File: src/rtl/priority_irq_encoder_if.sv
// ----------------------------------------------------------------------------
// priority_irq_encoder_if
// Bundles the request/mask/grant signals of priority_irq_encoder.
//   req         : N-bit request lines, an edge on req[i] raises an event
//   mask_we     : mask write strobe
//   mask_wdata  : N-bit mask value, 1 = channel enabled
//   out_ready   : consumer accepts the presented index
//   out_valid   : out_index holds a granted channel
//   out_index   : W-bit granted channel number
//   any_pending : an enabled channel is still pending besides the presented one
//   mask_q      : current mask register
// master = request source / grant consumer, slave = the encoder.
// ----------------------------------------------------------------------------
interface priority_irq_encoder_if #(
   parameter int N = 16
);
   localparam int W = $clog2(N);

   logic [N-1:0] req;
   logic         mask_we;
   logic [N-1:0] mask_wdata;
   logic         out_ready;
   logic         out_valid;
   logic [W-1:0] out_index;
   logic         any_pending;
   logic [N-1:0] mask_q;

   modport master (
      output req, mask_we, mask_wdata, out_ready,
      input  out_valid, out_index, any_pending, mask_q
   );

   modport slave (
      input  req, mask_we, mask_wdata, out_ready,
      output out_valid, out_index, any_pending, mask_q
   );
endinterface

File: src/rtl/priority_irq_encoder.sv
// ----------------------------------------------------------------------------
// priority_irq_encoder
// Edge-detects N request lines into sticky pending bits, masks them, and
// presents one granted channel at a time on a valid/ready output.
// RR_MODE=0: highest eligible index wins. RR_MODE=1: round-robin, searching
// downward from a pointer that moves just below each granted channel.
// Ports:
//   clk : clock, rising edge
//   rst : asynchronous active-high reset
//   irq : priority_irq_encoder_if.slave (req, mask, grant handshake)
// ----------------------------------------------------------------------------
module priority_irq_encoder #(
   parameter int N       = 16,
   parameter int RR_MODE = 0
) (
   input logic                    clk,
   input logic                    rst,
   priority_irq_encoder_if.slave  irq
);
   localparam int W = $clog2(N);

   typedef enum logic {
      IDLE    = 1'b0,
      PRESENT = 1'b1
   } state_t;

   state_t       state_q;
   logic [N-1:0] req_q;
   logic [N-1:0] pend_q;
   logic [N-1:0] mask_q;
   logic [W-1:0] ptr_q;
   logic [W-1:0] index_q;

   logic [N-1:0] elig;
   logic [N-1:0] event_v;
   logic [N-1:0] clr;
   logic [N-1:0] pend_d;
   logic [W-1:0] ptr_d;
   logic [W-1:0] start;
   logic [W-1:0] sel;
   logic [W-1:0] cand;
   logic         load;
   logic         grant;
   int           idx;

   assign elig    = pend_q & mask_q;
   assign event_v = irq.req & ~req_q;
   assign load    = (state_q == IDLE) | irq.out_ready;
   assign grant   = load & (|elig);

   // Fixed priority is the round-robin search with the pointer pinned at N-1.
   assign start = (RR_MODE != 0) ? ptr_q : W'(N - 1);

   // Walk from the farthest candidate towards start so the last hit, the one
   // closest to start going downward with wrap, is the winner.
   always_comb begin
      sel  = '0;
      idx  = 0;
      cand = '0;
      for (int k = N - 1; k >= 0; k--) begin
         idx = int'(start) - k;
         if (idx < 0) idx = idx + N;
         cand = W'(idx);
         if (elig[cand]) sel = cand;
      end
   end

   // A new event on the granted channel wins over the grant's clear.
   always_comb begin
      clr = '0;
      if (grant) clr[sel] = 1'b1;
      pend_d = (pend_q & ~clr) | event_v;
   end

   always_comb begin
      ptr_d = ptr_q;
      if (grant) ptr_d = (sel == '0) ? W'(N - 1) : sel - W'(1);
   end

   always_ff @(posedge clk or posedge rst) begin
      if (rst) begin
         state_q <= IDLE;
         req_q   <= '0;
         pend_q  <= '0;
         mask_q  <= '1;
         ptr_q   <= W'(N - 1);
         index_q <= '0;
      end else begin
         req_q  <= irq.req;
         pend_q <= pend_d;
         ptr_q  <= ptr_d;
         if (irq.mask_we) mask_q <= irq.mask_wdata;
         case (state_q)
            IDLE: begin
               if (grant) begin
                  state_q <= PRESENT;
                  index_q <= sel;
               end
            end
            PRESENT: begin
               // Without out_ready the presented grant is frozen.
               if (irq.out_ready) begin
                  if (grant) index_q <= sel;
                  else       state_q <= IDLE;
               end
            end
            default: state_q <= IDLE;
         endcase
      end
   end

   assign irq.out_valid   = (state_q == PRESENT);
   assign irq.out_index   = index_q;
   assign irq.any_pending = |elig;
   assign irq.mask_q      = mask_q;
endmodule

File: src/flat_wrapper.sv
// flat-port wrapper written by rule: the top's interface ports become plain ports
module priority_irq_encoder_flat 
#(
   parameter int N       = 16,
   parameter int RR_MODE = 0
)
  (clk, rst, irq_req, irq_mask_we, irq_mask_wdata, irq_out_ready, irq_out_valid, irq_out_index, irq_any_pending, irq_mask_q);
  priority_irq_encoder_if #(.N(N)) irq_i ();
  input logic clk;
  input logic rst;
  input wire logic [$bits(irq_i.req)-1:0] irq_req;
  input wire logic [$bits(irq_i.mask_we)-1:0] irq_mask_we;
  input wire logic [$bits(irq_i.mask_wdata)-1:0] irq_mask_wdata;
  input wire logic [$bits(irq_i.out_ready)-1:0] irq_out_ready;
  output wire logic [$bits(irq_i.out_valid)-1:0] irq_out_valid;
  output wire logic [$bits(irq_i.out_index)-1:0] irq_out_index;
  output wire logic [$bits(irq_i.any_pending)-1:0] irq_any_pending;
  output wire logic [$bits(irq_i.mask_q)-1:0] irq_mask_q;
  assign irq_i.req = irq_req;
  assign irq_i.mask_we = irq_mask_we;
  assign irq_i.mask_wdata = irq_mask_wdata;
  assign irq_i.out_ready = irq_out_ready;
  assign irq_out_valid = irq_i.out_valid;
  assign irq_out_index = irq_i.out_index;
  assign irq_any_pending = irq_i.any_pending;
  assign irq_mask_q = irq_i.mask_q;
  priority_irq_encoder #(.N(N), .RR_MODE(RR_MODE)) u_core (.clk(clk), .rst(rst), .irq(irq_i));
endmodule
File: config.mk
export PLATFORM = sky130hd
export DESIGN_NAME = priority_irq_encoder_flat
export DESIGN_NICKNAME = d
export VERILOG_FILES = /design/src/rtl/priority_irq_encoder_if.sv /design/src/rtl/priority_irq_encoder.sv /design/src/flat_wrapper.sv
export SDC_FILE = /design/constraint.sdc
export NUM_CORES = 1
export LEC_CHECK = 0
export BUFFER_PORTS_ARGS = -buffer_cell sky130_fd_sc_hd__buf_2
export CAP_MARGIN = 20
export CORE_UTILIZATION = 31
export CTS_BUF_LIST = sky130_fd_sc_hd__clkbuf_8
export DETAILED_ROUTE_END_ITERATION = 8
export GPL_TIMING_DRIVEN = 0
export PLACE_DENSITY = 0.51
export SYNTH_ARGS = -nofsm -noshare
export SYNTH_HDL_FRONTEND = slang
export SYNTH_SLANG_ARGS = --single-unit
File: constraint.sdc
create_clock -name clk -period 5.7 [get_ports clk]
set_clock_uncertainty 0.2 [all_clocks]
set_input_delay 0.57 -clock clk [delete_from_list [all_inputs] [get_ports clk]]
set_output_delay 0.57 -clock clk [all_outputs]
set_load 0.005 [all_outputs]
==> impl_metrics.env <==
export IMPL_crit_fanout=5
export IMPL_seq_area_frac_synth_pct=60.42
export IMPL_synth_area_leaders="dfrtp_1, dfstp_2, mux2_2, nand2_1, inv_1"
export IMPL_synth_edf_count=0
export IMPL_hpwl_mm=3.777
export IMPL_avgSynthCellArea_sq_um=11.85
export IMPL_grt_pass1_wl_mm=8.321
export IMPL_grt_pass1_vias=1641
export IMPL_htreeDepth=2
export IMPL_num_vias=1625
export IMPL_arrival_ns=1.82
export IMPL_wl_per_cell_microns=14.18
export IMPL_synth_cell_type_count=33
export IMPL_critical_path_top_delay_family="simple AND/OR/NAND/NOR gates"
export IMPL_syn_inst=188
export IMPL_setup_violations=0
export IMPL_syn_nets=224
export IMPL_crit_required_ns=4.93
export IMPL_ys_ff_latch=53
export IMPL_fmax_mhz=385.4
export IMPL_antenna_found_initial=0
export IMPL_relSlewSlack_pct=55.33
export IMPL_cellPowerDensity_mw_per_mm2=296.2
export IMPL_place_gp_congestion=0.7468
export IMPL_clockBufferDepth=2
export IMPL_numCtsBuffers=5
export IMPL_setup_ws_ns=3.106
export IMPL_busiest_layer="met2"
export IMPL_num_antenna_cells=0
export IMPL_ant_nets=0
export IMPL_dieArea_sq_mm=0.007532
export IMPL_ioPinCount=58
export IMPL_synth_top_area_cell="dfrtp_1"
export IMPL_netlist_area_sq_mm=0.002228
export IMPL_track_usage_pct=14.61
export IMPL_cts_tree="done"
export IMPL_yosysTopAreaCellShare_pct=41.55
export IMPL_drive_gt1_share_pct=42.29
export IMPL_multiInputGateArea_sq_um=814.5
export IMPL_post_route_min_period_ns=2.594
export IMPL_portBuffers=56
export IMPL_firstDrtPassIters=4
export IMPL_cp_start_kind="flop"
export IMPL_cts_root_buf="clkbuf_8"
export IMPL_chipWidth_microns=86.79
export IMPL_post_cts_resized=0
export IMPL_core_sq_mm=0.006869
export IMPL_nNetsFinal=288
export IMPL_rsz0062_at_grt="no"
export IMPL_tightest_slew_ns=0.6701
export IMPL_postCtsSetupBuffers=0
export IMPL_detail_route_vias_per_cell=4.656
export IMPL_met2_usage_pct=22.91
export IMPL_fillers=705
export IMPL_tns_ns=0
export IMPL_synth_main_ff_cell="dfrtp_1"
export IMPL_grt_max_degree=31
export IMPL_outcome="complete, no violations"
export IMPL_grt_ovfl_total=0
export IMPL_drt_iter0_drc=51
export IMPL_final_hold_viol_count=0
export IMPL_cts_hold_buf=0
export IMPL_clkSinkCount=53
export IMPL_num_rows=30
export IMPL_path_cells="a22oi_2 > nand4b_4 > or3_4 > buf_2"
export IMPL_p_leak_uw=0.001241
export IMPL_use_met3_pct=2.952
export IMPL_clk_pin_slew_ns=0.09
export IMPL_clkLatencyLatePin_ns=0.30
export IMPL_crit_type="flop to primary output"
export IMPL_yosysWarnings=0
export IMPL_syn_to_final_growth_pct=23.41
export IMPL_worst_path_max_delay_cell="dfrtp_1"
export IMPL_cpPeakStageDelay_ns=0.45
export IMPL_async_flop_share_pct=100.0
export IMPL_hold_class="input port to asynchronous set/reset pin"
export IMPL_path_buf_inv=1
export IMPL_final_max_slew_viol_count=0
export IMPL_start_util_pct=32.44
export IMPL_wl_mm=4.950
export IMPL_place_worst_setup_slack_ns=3.440
export IMPL_max_cap_violations=0
export IMPL_end_kind="primary output"
export IMPL_die_h_microns=86.79
export IMPL_regArea_sq_mm=0.001346
export IMPL_drc=0
export IMPL_grtUsageMet1_pct=20.54
export IMPL_peakVddDrop_mv=0.1126
export IMPL_timing_final_crit_share_pct=45.52
-- flip-flops by register name, summed over array words and instances (netlist names) --
signal	cells
u_core.irq.mask_q	16
u_core.irq.out_index	4
u_core.irq.out_valid	1
u_core.pend_q	16
u_core.req_q	16
-- cells by family (layout without fill, tap and decap cells) --
logic type | Yosys count | after routing | synth area share (%)
buffers and inverters | 18 | 83 | 3.032
and+or+nand+nor | 49 | 49 | 11.85
DFF | 53 | 53 | 60.42
muxes | 16 | 16 | 8.085
AOI/OAI and AO/OA | 52 | 52 | 16.62
-- through the flow --
stage	power (uW)	instance area, sq um	instances	hold WS [ns]	util [%]
after floorplan	532.3	2228	188	0.1919	-
after global placement	590.5	2629	340	0.1942	38.27
after detailed placement	595.0	2649	341	0.2014	38.56
after CTS	827.3	2750	349	0.1119	40.04
after global routing	864.8	2750	349	0.1294	40.04
final	814.5	2750	349	0.09662	40.04
-- layout make-up --
class                   count  area share, %
repair buffers             57          10.92
clock buffers               7          3.503
clock inverters             1         0.1820
plain buffers               2         0.2730
inverters                  16          2.184
flip-flops and latches     53          48.95
well taps                  96          4.368
multi-input cells         117          29.62
-- layer usage --
layer / up-vias / part of all wire [%]
li1: 793 / -
met1: 778 / 50
met2: 49 / 45
met3: 5 / 4.7
met4: 0 / 1.0
met5: - / 0
-- where the power goes --
part	internal (uW)	switching [uW]	leakage (uW)	total (uW)
clock network	110	120	0.0000542	230
logic	63.6	78.7	0.000633	142
registers	415	26.7	0.000554	442
total	589	226	0.00124	814
-- cells in the final DEF (no fill, tap or decap), drive strengths merged, types with 3 or more instances in the layout --
| cell | count |
|---|---|
| a22oi | 8 |
| clkbuf | 8 |
| inv | 16 |
| nor2b | 7 |
| o21ai | 17 |
| a21oi | 10 |
| nor2 | 4 |
| nand4 | 3 |
| o31ai | 5 |
| buf | 58 |
| a22o | 4 |
| nand2 | 22 |
| mux2 | 16 |
| dfstp | 16 |
| dfrtp | 37 |
| nand2b | 5 |
-- synthesized netlist by cell type (2+ instances only) --
| cell | n |
|---|---|
| a21oi_1 | 10 |
| a22o_1 | 4 |
| a22oi_1 | 6 |
| a22oi_2 | 2 |
| a31oi_1 | 2 |
| a32o_1 | 2 |
| dfrtp_1 | 37 |
| dfstp_2 | 16 |
| inv_1 | 16 |
| mux2_2 | 16 |
| nand2_1 | 21 |
| nand2b_1 | 5 |
| nand3_1 | 2 |
| nand4_1 | 3 |
| nor2_1 | 4 |
| nor2b_1 | 7 |
| o21ai_0 | 8 |
| o21ai_1 | 9 |
| o31ai_1 | 4 |
-- final timing paths --
path	start	cells past startpoint	end	slack, ns
worst max-delay path	u_core.pend_q[15]	4	irq_any_pending	3.11
worst min-delay path	rst	2	u_core.req_q[6]	0.1
worst max register to register	u_core.irq.mask_q[6]	6	u_core.pend_q[0]	3.47
worst min register to register	u_core.req_q[8]	1	u_core.pend_q[8]	0.21
max in group asynchronous	rst	3	u_core.irq.mask_q[2]	4.59
min in group clk	irq_req[15]	1	u_core.req_q[15]	0.18
Note: power is estimated with default switching activity, not from simulation.
